$ cat src/rtl/logic_unit_serial.sv
// Bit-serial bitwise logic unit: one of eight logic ops, SLICE bits per clock.
// Operands are latched on accept; the result and its flags are held until taken.
//
// Ports:
//   clk, rst_n           clock, asynchronous active-low reset
//   in_valid, in_ready   operation handshake (ready only when idle)
//   op, a, b             opcode and operands (b unused for NOT/PASS)
//   out_valid, out_ready result handshake (valid only when done)
//   y, zero, all_ones    registered result and its flags
module logic_unit_serial #(
    parameter int WIDTH = 32,
    parameter int SLICE = 8
) (
    input  logic             clk,
    input  logic             rst_n,
    input  logic             in_valid,
    output logic             in_ready,
    input  logic [2:0]       op,
    input  logic [WIDTH-1:0] a,
    input  logic [WIDTH-1:0] b,
    output logic             out_valid,
    input  logic             out_ready,
    output logic [WIDTH-1:0] y,
    output logic             zero,
    output logic             all_ones
);

    localparam int NSLICE = WIDTH / SLICE;
    localparam int CW     = (NSLICE > 1) ? $clog2(NSLICE) : 1;

    generate
        if ((WIDTH % SLICE) != 0) begin : g_bad_slice
            $error("logic_unit_serial: WIDTH must be a multiple of SLICE");
        end
    endgenerate

    typedef enum logic [1:0] {
        IDLE = 2'd0,
        BUSY = 2'd1,
        DONE = 2'd2
    } state_e;

    state_e           state_q;
    logic [WIDTH-1:0] a_q;
    logic [WIDTH-1:0] b_q;
    logic [2:0]       op_q;
    logic [WIDTH-1:0] acc_q;
    logic [CW-1:0]    cnt_q;
    logic [WIDTH-1:0] y_q;
    logic             zero_q;
    logic             ones_q;

    logic [SLICE-1:0] sa;
    logic [SLICE-1:0] sb;
    logic [SLICE-1:0] sr;
    logic [WIDTH-1:0] acc_d;
    logic             last;

    // Select the operand slice addressed by the counter.
    always_comb begin
        sa = '0;
        sb = '0;
        for (int i = 0; i < NSLICE; i++) begin
            if (cnt_q == CW'(i)) begin
                sa = a_q[i*SLICE +: SLICE];
                sb = b_q[i*SLICE +: SLICE];
            end
        end
    end

    always_comb begin
        sr = '0;
        unique case (op_q)
            3'b000: sr = sa & sb;
            3'b001: sr = sa | sb;
            3'b010: sr = sa ^ sb;
            3'b011: sr = ~(sa & sb);
            3'b100: sr = ~(sa | sb);
            3'b101: sr = ~(sa ^ sb);
            3'b110: sr = ~sa;
            3'b111: sr = sa;
        endcase
    end

    // Accumulator with this cycle's slice merged in; on the last slice this
    // is the complete result, so it feeds y directly.
    always_comb begin
        acc_d = acc_q;
        for (int i = 0; i < NSLICE; i++) begin
            if (cnt_q == CW'(i)) begin
                acc_d[i*SLICE +: SLICE] = sr;
            end
        end
    end

    assign last = (cnt_q == CW'(NSLICE - 1));

    always_ff @(posedge clk or negedge rst_n) begin
        if (!rst_n) begin
            state_q <= IDLE;
            a_q     <= '0;
            b_q     <= '0;
            op_q    <= '0;
            acc_q   <= '0;
            cnt_q   <= '0;
            y_q     <= '0;
            zero_q  <= 1'b0;
            ones_q  <= 1'b0;
        end else begin
            unique case (state_q)
                IDLE: begin
                    if (in_valid) begin
                        a_q     <= a;
                        b_q     <= b;
                        op_q    <= op;
                        acc_q   <= '0;
                        cnt_q   <= '0;
                        state_q <= BUSY;
                    end
                end
                BUSY: begin
                    acc_q <= acc_d;
                    if (last) begin
                        y_q     <= acc_d;
                        zero_q  <= (acc_d == '0);
                        ones_q  <= &acc_d;
                        cnt_q   <= '0;
                        state_q <= DONE;
                    end else begin
                        cnt_q <= cnt_q + 1'b1;
                    end
                end
                DONE: begin
                    if (out_ready) begin
                        state_q <= IDLE;
                    end
                end
                default: begin
                    state_q <= IDLE;
                end
            endcase
        end
    end

    assign in_ready  = (state_q == IDLE);
    assign out_valid = (state_q == DONE);
    assign y         = y_q;
    assign zero      = zero_q;
    assign all_ones  = ones_q;

endmodule

$ cat config.mk
export PLATFORM = sky130hd
export DESIGN_NAME = logic_unit_serial
export DESIGN_NICKNAME = d
export VERILOG_FILES = /design/src/rtl/logic_unit_serial.sv
export SDC_FILE = /design/constraint.sdc
export NUM_CORES = 1
export LEC_CHECK = 0
export BUFFER_PORTS_ARGS = -buffer_cell sky130_fd_sc_hd__buf_2
export CAP_MARGIN = 0
export CORE_MARGIN = 2
export CORE_UTILIZATION = 45
export DETAILED_ROUTE_END_ITERATION = 8
export PLACE_DENSITY = 0.74
export SYNTH_ARGS = -nofsm -noshare
export SYNTH_HDL_FRONTEND = slang
export SYNTH_SLANG_ARGS = --single-unit
$ cat constraint.sdc
create_clock -name clk -period 5.3 [get_ports clk]
set_input_delay 1.06 -clock clk [delete_from_list [all_inputs] [get_ports clk]]
set_output_delay 1.06 -clock clk [all_outputs]
set_load 0.03 [all_outputs]
==> flow_summary_export.csv <==
group,metric,value,unit
layout,layout_commonest_cell,"dfrtp_1",
layout,layoutNonFillerInstCount,1015,
placement,hpwl,12.5,mm
setup_path,crit_fanout,18,
timing,setup_ws,0.840,ns
layout,nNetsFinal,876,
logic_synthesis,synthFlopType,"dfrtp_1",
run_status,status,"finished clean",
logic_synthesis,yosysUniqueCellTypes,59,
detailed_routing,ant_nets,0,
timing,finalHoldViolCount,0,
setup_path,critPathMaxStageDelay,0.62,ns
timing,setup_tns,0,ns
placement,place_ws,0.896,ns
grt,grt_max_degree,100,
logic_synthesis,ys_ff_latch,136,
logic_synthesis,yosysWarnings,0,
timing,maxClockFrequency,224,MHz
logic_synthesis,async_flop_share,100,%
layout,drive_above_1_share,29.5,%
clock_tree,cts_resized,0,
clock_tree,cts_inserted_buffers,17,
timing,max_slew_margin,38.4,%
floorplan,start_util,45.7,%
setup_path,worstPathCellList,"inv_1, ha_1, nor2b_1, buf_4, a221oi_2, or2_2, inv_1, ha_1, nand2_1, o22ai_1, a2111oi_0, a31oi_2, mux2i_1, nand4b_1, nor3_1, a32o_1",
logic_synthesis,syn_area,7180,um^2
logic_synthesis,synth_edf_count,0,
setup_path,end_kind,"flip-flop",
grt,grt_overflow_total,0,
layout,area_growth,18.1,%
detailed_routing,drc,0,
placement,placedCellCount,983,
clock_tree,cts_sinks,136,
timing,rsz0062_at_grt,"no",
layout,fillCellCount,1418,
setup_path,crit_path_top_delay_cell,"ha_1",
setup_path,reg2reg_depth,16,
grt,grt_usage,22.6,%
layout,layout_common_cells,"136 x dfrtp_1, 105 x buf_2, 76 x o21ai_0, 67 x mux2_2, 65 x nand2_1",
timing,tightest_slew,0.924,ns
clock_tree,path_clk_slew,0.06,ns
detailed_routing,avgViaCountPerCell,5.70,
detailed_routing,dr.pass1.iters,5,
logic_synthesis,postSynthAreaPerCell,10.2,um^2
layout,multi_input_area,3470,um^2
timing,min_period,4.46,ns
setup_path,start_kind,"flip-flop",
clock_tree,cts-root-buf,"clkbuf_16",
logic_synthesis,synthCells,701,
timing,clock_skew,0.0107,ns
clock_tree,postCtsSetupRepairBufs,0,
layout,regArea,3400,um^2
floorplan,ios,107,
timing,drv_slew,0,
worst_hold_path,hp-class,"flip-flop to flip-flop",
setup_path,reg2reg_to,"zero",
clock_tree,cts_tree,"done",
detailed_routing,first_iter_violations,601,
grt,grt_pass1_wl,29.5,mm
placement,gp_congestion,0.926,
floorplan,die_area,17000,um^2
floorplan,dieWidth,130,um
clock_tree,hold_buffers,0,
layout,final_core_util,53.9,%
clock_tree,cts_max_level,4,
detailed_routing,vias,5784,
detailed_routing,finalWirelength,18.2,mm
placement,port_buffers,106,
layout,insertedDiodeCount,0,
grt,antenna_found_initial,0,
setup_path,cp-endpoint,"zero",
grt,grt_pass1_vias,5486,
logic_synthesis,yosysSeqAreaShare,47.4,%
setup_path,r2r_slack,0.84,ns
clock_tree,clock_latency,0.42,ns
setup_path,setup.worst_path.class,"flip-flop to flip-flop",
detailed_routing,wl_per_cell,18.0,um
setup_path,critPathArrivalTime,4.81,ns
setup_path,crit_required,5.65,ns
worst_hold_path,min-delay-start,"acc_q[25]",
floorplan,rows,46,
setup_path,r2r_start,"cnt_q[0]",
clock_tree,cts_max_path_buffers,2,
floorplan,die-height,130,um
timing,setup_viol,0,
floorplan,coreArea,15700,um^2
setup_path,crit_start,"cnt_q[0]",
logic_synthesis,synth_nets,791,
timing,fin_crit_sh,84.1,%
job,maxCapViolCount,0,
==> how the worst min path moves through the flow <==
stage | slack, ns | cells after the start | endpoint
floorplan | 0.44 | 2 | acc_q[25]
global placement | 0.45 | 2 | y[24]
detailed placement | 0.46 | 2 | acc_q[25]
CTS | 0.48 | 1 | y[28]
global route | 0.50 | 2 | y[26]
finish | 0.47 | 2 | acc_q[25]
==> sequential cells by signal (all words and copies together), names as in the netlist <==
name / cells
a_q: 32
acc_q: 31
all_ones: 1
b_q: 32
cnt_q: 2
op_q: 3
state_q: 2
y: 32
zero: 1
==> layout make-up <==
type	instances	share of cell area [%]
clock buffers	17	5.02
flip-flops and latches	136	40.2
repair buffers	115	7.28
clock inverters	15	2.38
well taps	216	3.19
multi-input cells	492	40.9
inverters	24	1.06
==> kinds of logic (layout without fill, tap and decap cells) <==
family / count (synthesis) / in the layout / synth area share, %
multiplexers: 87 / 87 / 13.3
flip-flops: 136 / 136 / 47.4
adder cells (fa/ha/maj): 19 / 19 / 3.31
AND/OR/NAND/NOR: 197 / 197 / 13.3
buffers and inverters: 73 / 171 / 4.39
AO/OA/AOI/OAI: 189 / 189 / 18.3
==> per-layer routing <==
metal	wire length, um	GRT usage [%]	up-vias
li1	-	-	2723
met4	240	5.19	0
met1	8300	31.7	2816
met3	1290	5.66	20
met5	0	0	-
met2	8410	35.6	225
==> metrics by stage <==
stage,hold WS (ns),area [um^2]
after detailed placement,0.461,7850
after CTS,0.476,8470
after global routing,0.500,8470
after floorplan,0.439,7180
final,0.470,8470
after global placement,0.447,7850
==> cell usage after synthesis (6+ instances only) <==
cell type  count  area [um^2]
nor2b_1        7         43.8
o22ai_1       16          100
o21ai_0       76          380
a222oi_1       6         60.1
ha_1          19          238
dfrtp_1      136         3400
nand2b_1      17          106
inv_1         21         78.8
a21oi_1       12         60.1
a21o_1         9         67.6
mux2i_1       20          200
a221oi_1       7         61.3
a221o_1       11          110
nor3_1         6         30.0
a31oi_1        6         37.5
clkbuf_1      27          101
nor2_1        35          131
nand3_1       34          170
buf_2         12         60.1
mux2_2        67          754
buf_1          6         22.5
nand2_1       66          248
==> worst max-delay path, delay by kind of cell, from the launching register on <==
family / cells / cell delay [ns]
fa+ha+maj: 2 / 0.86
buf+inv: 3 / 0.48
compound gates: 5 / 1.20
mux: 1 / 0.42
flops: 1 / 0.40
simple gates: 5 / 1.00
Power is left out: the tool's default activity adds up to more than one toggle a clock period on the data nets, which glitch-free logic cannot reach.
